==> src/rtl/irq_pending_ctrl_pkg.sv <==
// Shared constants and FSM encoding for the interrupt pending controller.
package irq_pending_ctrl_pkg;

    localparam int IRQ_MAX  = 16;
    localparam int IRQ_ID_W = 4;

    typedef enum logic [1:0] {
        IRQ_IDLE    = 2'd0,
        IRQ_REQ     = 2'd1,
        IRQ_SERVICE = 2'd2
    } irq_state_e;

endpackage

==> src/rtl/irq_pending_ctrl_prio_select.sv <==
// Combinational priority picker: highest set bit of a zero-padded 16-bit vector.
module irq_prio_select
    import irq_pending_ctrl_pkg::*;
(
    input  logic [IRQ_MAX-1:0]  eligible_i,
    output logic [IRQ_ID_W-1:0] index_o,
    output logic                any_o
);

    // Ascending scan so the last (highest) set bit overrides lower ones.
    always_comb begin
        index_o = '0;
        any_o   = 1'b0;
        for (int i = 0; i < IRQ_MAX; i++) begin
            if (eligible_i[i]) begin
                index_o = IRQ_ID_W'(i);
                any_o   = 1'b1;
            end
        end
    end

endmodule

==> src/rtl/irq_pending_ctrl.sv <==
// Interrupt front-end: synchronise, capture pending, mask, prioritise, handshake.
// Define IRQ_EDGE_DETECT_EN for edge capture; level capture otherwise.
module irq_pending_ctrl
    import irq_pending_ctrl_pkg::*;
#(
    parameter int NUM_IRQ     = 16,
    parameter int SYNC_STAGES = 2
) (
    input  logic                clk,
    input  logic                rst,
    input  logic [NUM_IRQ-1:0]  irq_in,
    input  logic                mask_we,
    input  logic [NUM_IRQ-1:0]  mask_wdata,
    output logic [NUM_IRQ-1:0]  mask_q,
    output logic [NUM_IRQ-1:0]  pending_q,
    output logic                irq_valid,
    output logic [IRQ_ID_W-1:0] irq_id,
    input  logic                irq_ack,
    input  logic                eoi,
    output logic                busy
);

    logic [NUM_IRQ-1:0]  sync_stage_q [SYNC_STAGES];
    logic [NUM_IRQ-1:0]  sync_q;
    logic [NUM_IRQ-1:0]  capture;
    logic [NUM_IRQ-1:0]  mask_d;
    logic [NUM_IRQ-1:0]  pending_d;
    logic [IRQ_MAX-1:0]  elig16;
    logic [IRQ_MAX-1:0]  live16;
    logic [IRQ_MAX-1:0]  clr16;
    logic [IRQ_ID_W-1:0] sel_idx;
    logic                sel_any;
    logic                ack_fire;

    irq_state_e          state_q;
    logic                valid_q;
    logic [IRQ_ID_W-1:0] id_q;
    logic                busy_q;

    always_ff @(posedge clk or posedge rst) begin
        if (rst) begin
            for (int s = 0; s < SYNC_STAGES; s++) sync_stage_q[s] <= '0;
        end else begin
            sync_stage_q[0] <= irq_in;
            for (int s = 1; s < SYNC_STAGES; s++) sync_stage_q[s] <= sync_stage_q[s-1];
        end
    end

    assign sync_q = sync_stage_q[SYNC_STAGES-1];

`ifdef IRQ_EDGE_DETECT_EN
    logic [NUM_IRQ-1:0] sync_d;

    always_ff @(posedge clk or posedge rst) begin
        if (rst) sync_d <= '0;
        else     sync_d <= sync_q;
    end

    assign capture = sync_q & ~sync_d;
`else
    assign capture = sync_q;
`endif

    assign mask_d   = mask_we ? mask_wdata : mask_q;
    assign ack_fire = irq_ack && (state_q == IRQ_REQ);
    assign clr16    = ack_fire ? (IRQ_MAX'(1) << id_q) : '0;

    // Capture is OR-ed in after the clear, so a same-edge set beats the ack clear.
    assign pending_d = (pending_q & ~clr16[NUM_IRQ-1:0]) | capture;

    always_comb begin
        elig16 = '0;
        live16 = '0;
        elig16[NUM_IRQ-1:0] = pending_q & mask_q;
        live16[NUM_IRQ-1:0] = pending_q & mask_d;
    end

    irq_prio_select u_prio (
        .eligible_i (elig16),
        .index_o    (sel_idx),
        .any_o      (sel_any)
    );

    always_ff @(posedge clk or posedge rst) begin
        if (rst) begin
            mask_q    <= '0;
            pending_q <= '0;
        end else begin
            mask_q    <= mask_d;
            pending_q <= pending_d;
        end
    end

    // The REQ withdraw check looks at the mask being written this edge, so ack still wins a tie.
    always_ff @(posedge clk or posedge rst) begin
        if (rst) begin
            state_q <= IRQ_IDLE;
            valid_q <= 1'b0;
            id_q    <= '0;
            busy_q  <= 1'b0;
        end else begin
            case (state_q)
                IRQ_IDLE: begin
                    if (sel_any) begin
                        state_q <= IRQ_REQ;
                        valid_q <= 1'b1;
                        id_q    <= sel_idx;
                    end
                end
                IRQ_REQ: begin
                    if (irq_ack) begin
                        state_q <= IRQ_SERVICE;
                        valid_q <= 1'b0;
                        busy_q  <= 1'b1;
                    end else if (!live16[id_q]) begin
                        state_q <= IRQ_IDLE;
                        valid_q <= 1'b0;
                    end
                end
                IRQ_SERVICE: begin
                    if (eoi) begin
                        state_q <= IRQ_IDLE;
                        busy_q  <= 1'b0;
                    end
                end
                default: begin
                    state_q <= IRQ_IDLE;
                    valid_q <= 1'b0;
                    busy_q  <= 1'b0;
                end
            endcase
        end
    end

    assign irq_valid = valid_q;
    assign irq_id    = id_q;
    assign busy      = busy_q;

endmodule

==> config.mk <==
export PLATFORM = sky130hd
export DESIGN_NAME = irq_pending_ctrl
export DESIGN_NICKNAME = d
export VERILOG_FILES = /design/src/rtl/irq_pending_ctrl_pkg.sv /design/src/rtl/irq_pending_ctrl_prio_select.sv /design/src/rtl/irq_pending_ctrl.sv
export SDC_FILE = /design/constraint.sdc
export NUM_CORES = 1
export LEC_CHECK = 0
export BUFFER_PORTS_ARGS = -buffer_cell sky130_fd_sc_hd__buf_2
export CORE_ASPECT_RATIO = 0.8
export CORE_MARGIN = 1
export CORE_UTILIZATION = 56
export DETAILED_ROUTE_END_ITERATION = 7
export HOLD_SLACK_MARGIN = 0.08
export PLACE_DENSITY = 0.84
export SYNTH_ARGS = -nofsm -noshare
export SYNTH_HDL_FRONTEND = slang
export SYNTH_SLANG_ARGS = --single-unit
==> constraint.sdc <==
create_clock -name clk -period 3.8 [get_ports clk]
set_input_delay 0.76 -clock clk [delete_from_list [all_inputs] [get_ports clk]]
set_output_delay 0.76 -clock clk [all_outputs]
set_load 0.1 [all_outputs]
==> results of run 1 <==
logic make-up after synthesis:
family / count (synthesis)
AO/OA/AOI/OAI: 53
buffers and inverters: 10
flip-flops: 72
multiplexers: 20
AND/OR/NAND/NOR: 69
layer usage:
| metal | vias up | wire (um) | track usage |
|---|---|---|---|
| met5 | - | 0 | 0 |
| met2 | 102 | 3120 | 0.430 |
| met3 | 9 | 567 | 0.0833 |
| met1 | 1040 | 2650 | 0.341 |
| li1 | 958 | - | - |
| met4 | 0 | 70 | 0.112 |
power groups by stage:
| stage | logic [uW] | clock network, uW | registers, uW |
|---|---|---|---|
| floorplan | 292 | 0 | 1260 |
| global placement | 739 | 0 | 945 |
| detailed placement | 753 | 0 | 952 |
| CTS | 757 | 666 | 938 |
| global route | 798 | 698 | 951 |
| finish | 758 | 650 | 941 |
final timing paths:
kind                                          to  cells past startpoint                  startpoint  slack (ns)
setup reg to reg           irq_valid$_DFFE_PP0P_                      6       irq_id[0]$_DFFE_PP0P_        1.65
min in group asynchronous  capture[10]$_DFF_PP0_                      3                         rst        0.50
hold reg to reg             capture[2]$_DFF_PP0_                      0  sync_stage_q[18]$_DFF_PP0_        0.34
hold / removal              capture[2]$_DFF_PP0_                      0  sync_stage_q[18]$_DFF_PP0_        0.34
setup / recovery           irq_valid$_DFFE_PP0P_                      7                     mask_we        1.46
max in group asynchronous       busy$_DFFE_PP0P_                      3                         rst        2.93
layout make-up:
type | instances | area, um2 | area share
timing repair buffer | 76 | 385 | 0.112
clock inverter | 6 | 92.6 | 0.0268
inverter | 4 | 15.0 | 0.00434
sequential | 72 | 1800 | 0.521
multi-input combinational | 142 | 962 | 0.278
clock buffer | 9 | 124 | 0.0358
tap | 60 | 75.1 | 0.0217
sequential cells by signal (all words and copies together) (netlist names):
signal,cells
capture,16
mask_q,16
pending_q,16
sync_stage_q,16
irq_id,4
state_q,2
busy,1
irq_valid,1
stage by stage:
stage,utilization,instances
3_5_place_dp,0.688,354
3_3_place_gp,0.688,354
5_1_grt,0.734,369
2_1_floorplan,-,224
6_report,0.734,369
4_1_cts,0.734,369
placed cells by master (no fill, tap or decap), types with 2 or more instances in the layout:
master      Yosys  layout
a21o_1          9       9
a21oi_1        13      13
a21oi_2         2       2
a22o_1          2       2
a22oi_1         5       5
and2_1          2       2
buf_2           2      74
buf_4           1       2
bufinv_16       0       2
clkbuf_8        0       9
clkinvlp_4      0       2
dfrtp_1        72      72
inv_1           4       3
inv_6           0       2
mux2_2          9       9
mux2_4         10      10
nand2_1        21      21
nand2b_1       12      12
nand3_1         7       7
nand3b_1        2       2
nor2_1          9       9
nor2b_1         2       2
nor3_1          4       4
o21ai_0        15      15
or3_1           2       2
==> qor.yml, run 1 <==
clock_tree:
  clock_path_buffers: 2
  clock-sinks: 72
  ctsHoldBuffers: 0
  clock_latency_ns: 0.34
  root_buffer: "clkbuf_8"
  numCtsBuffers: 9
  cts_setup_buffers: 0
  cts.repair.resized: 0
  clkTransAtPathRegs_ns: 0.07
  htreeDepth: 3
  cts_tree: "built"
cells_and_area:
  insertedDiodeCount: 0
  nets: 342
  nFillCells: 349
  drive_gt1_frac: 0.379
  area_growth_pct: 22.4
  fin_area_um2: 3460
critical_path:
  path_class: "input port to flip-flop"
  start_kind: "input port"
  cpMaxStageDelayCell: "or4_1"
  slowest_delay_ns: 0.55
  cpLargestDelayFamily: "simple AND/OR/NAND/NOR gates"
  critical_path_peak_fanout: 16
  crit_required_ns: 4.08
  crit_path_cell_trace: "buf_2 -> mux2_4 -> o211ai_1 -> or4_1 -> o311a_1 -> nor4_2 -> a211o_1"
  crit_arrival_ns: 2.62
  worstSetupEndpointType: "flip-flop"
  crit_buf_inv: 1
synthesis:
  synth_nets: 261
  synth_compound_area_frac: 0.123
  synth-edff-count: 0
  synth_warnings: 0
  netlist_instances: 224
  yosysMostFrequentCell: "dfrtp_1"
  synth_area_per_cell_um2: 12.6
  synthTopCellsByCount: "dfrtp_1, nand2_1, o21ai_0, a21oi_1, nand2b_1"
  netlist_area_um2: 2820
  async_flop_share: 1.00
  synth_top_area_frac: 0.638
  synth_xor_area_frac: 0
  synth_top_family_by_area: "simple AND/OR/NAND/NOR gates"
  synth_top_cell_by_area: "dfrtp_1"
  synthMuxAreaShare: 0.0926
  ys.flop_type: "dfrtp_1"
  synth_fa_ha_area_frac: 0
  ys_ff_latch: 72
  yosys-top-cells-area: "dfrtp_1, mux2_4, mux2_2, nand2_1, nand2b_1"
  synth-simple-area-share: 0.125
  ys_seq_area_frac: 0.638
  synth.distinct_cells: 39
global_route:
  grt_usage: 0.270
  grt_max_degree: 40
  grt_pass1_wl_mm: 10.1
  grt_pass1_vias: 2115
  overflow: 0
  grt_antenna_before_repair: 0
routing:
  drt_iter0_markers: 137
  drtAntennaViolNets: 0
  drt_first_pass_iters: 4
  vias_per_cell: 5.72
  via_count: 2109
  drcViolationCount: 0
  routedWlPerCell_um: 17.4
  routed_wl_mm: 6.41
floorplanning:
  coreArea_um2: 4710
  die_w_um: 81.4
  io_pins: 75
  die_h_um: 65.5
  die_area_um2: 5330
  rows: 22
  start_util: 0.600
power:
  internal_power_uw: 1400
  switching_share: 0.406
  clkPwrFrac: 0.277
  p_total_uw: 2350
  p_leak_uw: 0.00154
  ir_drop_mv: 0.446
  combPwrFrac: 0.323
  p_seq_frac: 0.401
  p_per_area_nw_per_um2: 680
  netSwitchingPower_uw: 953
sta:
  setup_tns_ns: 0
  fin_skew_ns: 0.00714
  hold_viol: 0
  timing.slew.headroom: 0.468
  setup_slack_ns: 1.46
  worstMarginPinSlew_ns: 0.792
  holdWs_ns: 0.340
  setup_violations: 0
  fmax_mhz: 427
  period_needed_ns: 2.34
  drv_slew: 0
  rsz0062_at_grt: "no"
  finalCritPeriodShare: 0.616
status:
  status: "complete, no violations"
placement:
  portBuffers: 74
  hpwl_mm: 4.62
  pre_cts_slack_ns: 1.15
  place.gp.congestion: 0.881
  place_area_um2: 3240
job:
  maxCapViolations: 0
min_path:
  hold_class: "flip-flop to flip-flop"
Power figures use the tool's default switching activity.
==> run 2, diff against run 1 <==
- CORE_UTILIZATION: 56 -> 47
- PLACE_DENSITY: 0.84 -> 0.75
- clock period: 3.8 -> 2.1 ns (I/O delays scaled with it)
==> run 2 against run 1 <==
Combinational power is 79% higher. Clock skew is 0.0015 ns higher. Utilization is 9.8 points lower. Clock power is 83% higher. Critical path depth is 1 lower. Die area is 19% higher. Cell area is 3.3% higher. Sequential cell count stayed put. Via count is 2.8% lower. Register-to-register slack worse by 1.5 ns. Worst hold slack worse by 0.17 ns. Sequential share of layout area is 0.30 points lower. Critical endpoint unchanged.
==> qor.yml, run 2 (same netlist as run 1, synthesis figures left out) <==
sta:
  fmax_mhz: 502
  finalCritPeriodShare: 0.949
  rsz0062_at_grt: "no"
  timing.slew.headroom: 0.673  # +0.205
  fin_skew_ns: 0.00863  # +0.00149 ns
  drv_slew: 0  # unchanged
  hold_viol: 0  # unchanged
  period_needed_ns: 1.99
  setup_violations: 0  # unchanged
  setup_slack_ns: 0.108  # -1.35 ns
  worstMarginPinSlew_ns: 0.494  # -0.297 ns
power:
  p_leak_uw: 0.00153  # -0.30%
  switching_share: 0.394  # -0.0115
  netSwitchingPower_uw: 1680  # +77%
  internal_power_uw: 2590  # +86%
  p_total_uw: 4270  # +82%
  clkPwrFrac: 0.279  # +0.002
  ir_drop_mv: 0.646  # +45%
  p_seq_frac: 0.402  # about the same
  p_per_area_nw_per_um2: 1200  # +76%
  combPwrFrac: 0.319  # -0.004
cells_and_area:
  fin_util: 0.636  # -0.0985
  nets: 344  # +0.58%
  insertedDiodeCount: 0  # unchanged
  layout_common_cells: "buf_2, dfrtp_1, dfrtp_2"
  drive_gt1_frac: 0.497  # +0.118
  area_growth_pct: 26.5
  nFillCells: 453  # +30%
  mostFrequentLayoutCell: "buf_2"
floorplanning:
  die_h_um: 71.3  # +8.9%
  die_w_um: 88.6  # +8.9%
  die_area_um2: 6320  # +19%
  start_util: 0.503  # -0.0970
  rows: 24  # +9.1%
  io_pins: 75  # unchanged
  coreArea_um2: 5620  # +19%
critical_path:
  cp-startpoint: "irq_id[1]$_DFFE_PP0P_"
  r2r_slack_ns: 0.11  # -1.54 ns
  slowest_delay_ns: 0.54  # about the same
  reg2reg_from: "irq_id[1]$_DFFE_PP0P_"
  critical_path_peak_fanout: 12  # -4
  timing.rr.end: "irq_valid$_DFFE_PP0P_"
  path_class: "flip-flop to flip-flop"
  worstSetupEndpointType: "flip-flop"
  start_kind: "flip-flop"
  crit_arrival_ns: 2.28  # -0.34 ns
  cpMaxStageDelayCell: "dfrtp_4"
  reg2regPathDepth: 6  # unchanged
  cp-endpoint: "irq_valid$_DFFE_PP0P_"
  crit_required_ns: 2.38  # -1.70 ns
  crit_path_cell_trace: "nand2b_1 -> a21oi_1 -> or3_1 -> o311a_1 -> nor4_2 -> a211o_1"
placement:
  portBuffers: 74  # unchanged
  pre_cts_slack_ns: -0.0680  # -1.22 ns
  place.gp.congestion: 0.843  # -4.3%
  hpwl_mm: 4.43  # -4.2%
global_route:
  grt_usage: 0.216  # -0.0538
  grt_pass1_vias: 1974  # -6.7%
  grt_antenna_before_repair: 0  # unchanged
  overflow: 0  # unchanged
  grt_pass1_wl_mm: 9.75  # -3.8%
  grt_max_degree: 73  # +83%
clock_tree:
  numCtsBuffers: 9  # unchanged
  clock_latency_ns: 0.35  # about the same
  cts_tree: "built"
  clock-sinks: 72  # unchanged
  htreeDepth: 3  # unchanged
  clkTransAtPathRegs_ns: 0.07  # about the same
  clock_path_buffers: 2  # unchanged
  root_buffer: "clkbuf_8"
  ctsHoldBuffers: 0  # unchanged
status:
  status: "complete, no violations"
routing:
  drtAntennaViolNets: 0  # unchanged
  routedWlPerCell_um: 15.9  # -8.6%
  routed_wl_mm: 6.19  # -3.4%
  via_count: 2049  # -2.8%
  drcViolationCount: 0  # unchanged
  drt_iter0_markers: 142  # +3.6%
  vias_per_cell: 5.25  # -8.1%
  drt_first_pass_iters: 4  # unchanged
job:
  maxCapViolations: 0  # unchanged
min_path:
  hold_class: "input port to asynchronous set/reset pin"
run 2: changes by cell type in the layout (fill, tap and decap cells not counted), moves of 2 or more:
cell	delta
dfrtp_1	-35
dfrtp_4	+2
inv_6	-2
dfrtp_2	+33
run 2: critical path: cells and delay by family (launching register included):
family / cells / cell delay, ns
AOI/OAI and AO/OA: 3 / 0.60
and+or+nand+nor: 3 / 0.79
DFF: 1 / 0.54
run 2: how the worst min path moves through the flow:
stage	start	to	slack (ns)	depth (start not counted)
6_report	rst	sync_stage_q[25]$_DFF_PP0_	0.17	3
5_1_grt	irq_in[2]	sync_stage_q[18]$_DFF_PP0_	0.15	1
4_1_cts	irq_in[2]	sync_stage_q[18]$_DFF_PP0_	0.16	1
3_5_place_dp	sync_stage_q[26]$_DFF_PP0_	capture[10]$_DFF_PP0_	0.34	0
3_3_place_gp	sync_stage_q[22]$_DFF_PP0_	capture[6]$_DFF_PP0_	0.33	0
2_1_floorplan	sync_stage_q[16]$_DFF_PP0_	capture[0]$_DFF_PP0_	0.33	0
run 2: layer usage:
metal  up-vias  share of wire  GRT usage
met1       995           0.43      0.290
li1        959              -          -
met4         0          0.010     0.0681
met5         -              0          0
met2        88           0.48      0.330
met3         7          0.082     0.0783
run 2: layout make-up:
type	count	area (um2)	share of cell area
Sequential cell	72	1850	0.518
Multi-Input combinational cell	142	967	0.271
Timing Repair Buffer	78	413	0.116
Clock buffer	11	141	0.0396
Tap cell	78	97.6	0.0273
Clock inverter	5	81.3	0.0228
Inverter	4	18.8	0.00526
run 2: power by group through the flow:
stage / Clock (uW) / Sequential, uW / Combinational [uW]
3_3_place_gp: 0 / 1730 / 1350
3_5_place_dp: 0 / 1740 / 1360
4_1_cts: 1230 / 1710 / 1370
2_1_floorplan: 0 / 2300 / 527
6_report: 1190 / 1720 / 1360
5_1_grt: 1280 / 1750 / 1440
run 2: repair_timing:
action / CTS / global route
resized for setup: 0 / 1
setup buffers: 0 / 0
setup endpoints to repair: 0 / 3
run 2: stage by stage:
stage                     area [um2]  TNS (ns)  instances  hold WS (ns)
after global placement          3340   -0.0202        374         0.332
final                           3570         0        390         0.168
after floorplan                 2880   -0.0672        224         0.331
after detailed placement        3340   -0.0680        374         0.336
after global routing            3570         0        390         0.149
after CTS                       3560         0        390         0.156
==> run 3, diff against run 2 <==
- ABC_AREA: default -> 1
- CORE_MARGIN: 1 -> 5
==> run 3 against run 2 <==
Fmax increased by 19%. Combinational power increased by 13%. Non-clock buffer count decreased by 1. Highest routed layer unchanged. Power increased by 3.6%. Wire length increased by 11%. Critical endpoint is now irq_id[1]$_DFFE_PP0P_.
==> qor.yml, run 3 <==
status:
  status: "complete, no violations"
cells_and_area:
  drive_gt1_frac: 0.258  # -0.238
  nFillCells: 515  # +14%
  insertedDiodeCount: 0  # unchanged
  mostFrequentLayoutCell: "nand2_1"
  fin_cells: 472  # +21%
  nets: 423  # +23%
  area_growth_pct: 25.1
  layout_common_cells: "nand2_1, buf_2, dfrtp_1"
critical_path:
  timing.rr.end: "irq_id[1]$_DFFE_PP0P_"
  reg2regPathDepth: 9  # +3
  start_kind: "flip-flop"
  crit_buf_inv: 1  # +1
  critical_path_peak_fanout: 6  # -6
  cpMaxStageDelayCell: "dfrtp_1"
  slowest_delay_ns: 0.42  # -0.12 ns
  r2r_slack_ns: 0.42  # +0.31 ns
  path_class: "flip-flop to flip-flop"
  crit_path_cell_trace: "nand2_1 -> nand2_1 -> nor2_1 -> nand2_1 -> nor4_1 -> nor2_1 -> inv_2 -> nor2_1 -> a22oi_1"
  cpLargestDelayFamily: "simple AND/OR/NAND/NOR gates"
  crit_arrival_ns: 1.93  # -0.35 ns
  worstSetupEndpointType: "flip-flop"
  reg2reg_from: "pending_q[12]$_DFF_PP0_"
  crit_required_ns: 2.35  # -0.03 ns
min_path:
  hold_class: "input port to asynchronous set/reset pin"
power:
  ir_drop_mv: 0.638  # -1.2%
  p_seq_frac: 0.373  # -0.029
  netSwitchingPower_uw: 1890  # +12%
  p_per_area_nw_per_um2: 1260  # +5.3%
  internal_power_uw: 2540  # -1.9%
  combPwrFrac: 0.349  # +0.030
  p_leak_uw: 0.00179  # +17%
  switching_share: 0.427  # +0.0325
  clkPwrFrac: 0.278  # about the same
floorplanning:
  die_h_um: 79.1  # +11%
  die_w_um: 96.4  # +8.8%
  die_area_um2: 7630  # +21%
  io_pins: 75  # unchanged
  coreArea_um2: 5850  # +4.2%
  rows: 25  # +4.2%
  start_util: 0.480  # -0.0227
global_route:
  grt_usage: 0.199  # -0.0170
  overflow: 0  # unchanged
  grt_max_degree: 73  # unchanged
  grt_pass1_wl_mm: 11.3  # +16%
  grt_antenna_before_repair: 0  # unchanged
  grt_pass1_vias: 2327  # +18%
routing:
  routed_wl_mm: 6.87  # +11%
  drt_iter0_markers: 94  # -34%
  met1_length_mm: 2.84  # +6.4%
  drcViolationCount: 0  # unchanged
  routedWlPerCell_um: 14.5  # -8.4%
  routed-wl-met2_mm: 3.28  # +11%
  via_count: 2265  # +11%
  drtAntennaViolNets: 0  # unchanged
  vias_per_cell: 4.80  # -8.7%
  route.met3.wl_um: 603  # +19%
  topRoutingLayerUsed: "met4"
  drt_first_pass_iters: 4  # unchanged
sta:
  worstMarginPinSlew_ns: 0.528  # +0.0337 ns
  setup_violations: 0  # unchanged
  hold_viol: 0  # unchanged
  fin_skew_ns: 0.00680  # -0.00183 ns
  drv_slew: 0  # unchanged
  period_needed_ns: 1.68  # -0.312 ns
  timing.slew.headroom: 0.647  # -0.0260
  setup_tns_ns: 0  # unchanged
  rsz0062_at_grt: "no"
  fmax_mhz: 595  # +19%
  finalCritPeriodShare: 0.800  # -0.148
synthesis:
  synth_top_cell_by_area: "dfrtp_1"
  synth.distinct_cells: 26  # -33%
  synth_area_per_cell_um2: 9.30  # -26%
  async_flop_share: 1.00  # unchanged
  ys.flop_type: "dfrtp_1"
  synth-edff-count: 0  # unchanged
  synth_top_area_frac: 0.642  # +0.00341
  netlist_instances: 302  # +35%
  yosysMostFrequentCell: "nand2_1"
  yosys-top-cells-area: "dfrtp_1, nand2_1, inv_1, o21ai_0, nor2_1"
  synth_nets: 339  # +30%
  ys_ff_latch: 72  # unchanged
  synthTopCellsByCount: "nand2_1, dfrtp_1, inv_1, o21ai_0, nor2_1"
  netlist_area_um2: 2810  # -0.53%
  synth_warnings: 0  # unchanged
  ys_seq_area_frac: 0.642  # +0.00341
clock_tree:
  clock_latency_ns: 0.34  # about the same
  ctsHoldBuffers: 0  # unchanged
  clkTransAtPathRegs_ns: 0.08  # about the same
  clock-sinks: 72  # unchanged
  cts_setup_buffers: 0  # unchanged
  cts_tree: "built"
  htreeDepth: 3  # unchanged
  numCtsBuffers: 9  # unchanged
  cts.repair.resized: 0  # unchanged
  root_buffer: "clkbuf_8"
  clock_path_buffers: 2  # unchanged
placement:
  place.gp.congestion: 0.925  # +9.7%
  portBuffers: 74  # unchanged
  placed_cells: 456  # +22%
  hpwl_mm: 5.12  # +16%
job:
  maxCapViolations: 0  # unchanged
[run 3: cell types whose count changed after synthesis, moves of 5 or more]
| cell | previous run | this run |
|---|---|---|
| a21o_1 | 9 | 0 |
| a21oi_1 | 13 | 7 |
| inv_1 | 4 | 28 |
| mux2_2 | 9 | 0 |
| mux2_4 | 10 | 0 |
| nand2_1 | 21 | 132 |
| nand2b_1 | 12 | 0 |
| nand3_1 | 7 | 2 |
[run 3: worst max path at each step]
| stage | startpoint | to | slack [ns] | depth (start not counted) |
|---|---|---|---|---|
| CTS | pending_q[15]$_DFF_PP0_ | pending_q[15] | 0.41 | 1 |
| detailed placement | mask_we | irq_valid$_DFFE_PP0P_ | 0.41 | 12 |
| finish | pending_q[12]$_DFF_PP0_ | irq_id[1]$_DFFE_PP0P_ | 0.42 | 9 |
| global placement | mask_we | irq_valid$_DFFE_PP0P_ | 0.47 | 12 |
| floorplan | irq_id[1]$_DFFE_PP0P_ | irq_valid$_DFFE_PP0P_ | 0.08 | 9 |
| global route | mask_q[10]$_DFF_PP0_ | irq_id[1]$_DFFE_PP0P_ | 0.25 | 9 |
[run 3: layout make-up]
type / count / area (um2) / share of cell area
multi-input combinational: 196 / 857 / 0.244
timing repair buffer: 77 / 405 / 0.115
inverter: 30 / 119 / 0.0338
clock buffer: 10 / 138 / 0.0392
sequential: 72 / 1800 / 0.513
tap: 81 / 101 / 0.0288
clock inverter: 6 / 91.3 / 0.0260
[run 3: metrics by stage]
step           hold WS, ns  area, um2  power, uW  utilization  setup WS [ns]
2_1_floorplan        0.331       2810       2870            -         0.0834
3_3_place_gp         0.331       3280       3210        0.561          0.468
3_5_place_dp         0.335       3280       3220        0.561          0.415
4_1_cts              0.157       3510       4460        0.601          0.413
5_1_grt              0.147       3510       4680        0.601          0.252
6_report             0.164       3510       4430        0.601          0.419
[run 3: cell families after synthesis]
| logic type | synth area share |
|---|---|
| AO/OA/AOI/OAI | 0.0749 |
| AND/OR/NAND/NOR | 0.230 |
| flip-flops | 0.642 |
| buffers and inverters | 0.0530 |
[run 3: per-layer routing]
layer | global-route usage | vias to the layer above
li1 | - | 1115
met5 | 0 | -
met3 | 0.0862 | 11
met1 | 0.246 | 1052
met2 | 0.314 | 87
met4 | 0.0616 | 0
[run 3: power groups by stage]
stage / Combinational [uW] / Clock, uW / Sequential, uW
floorplan: 521 / 0 / 2350
global placement: 1530 / 0 / 1680
detailed placement: 1540 / 0 / 1680
CTS: 1540 / 1270 / 1650
global route: 1670 / 1340 / 1680
finish: 1540 / 1230 / 1650
[run 3: worst register-to-register path, cell delays in order (launching register included)]
cell     delay (ns)
dfrtp_1        0.42
nand2_1        0.11
nand2_1        0.09
nor2_1         0.17
nand2_1        0.10
nor4_1         0.21
nor2_1         0.16
inv_2          0.12
nor2_1         0.05
a22oi_1        0.16
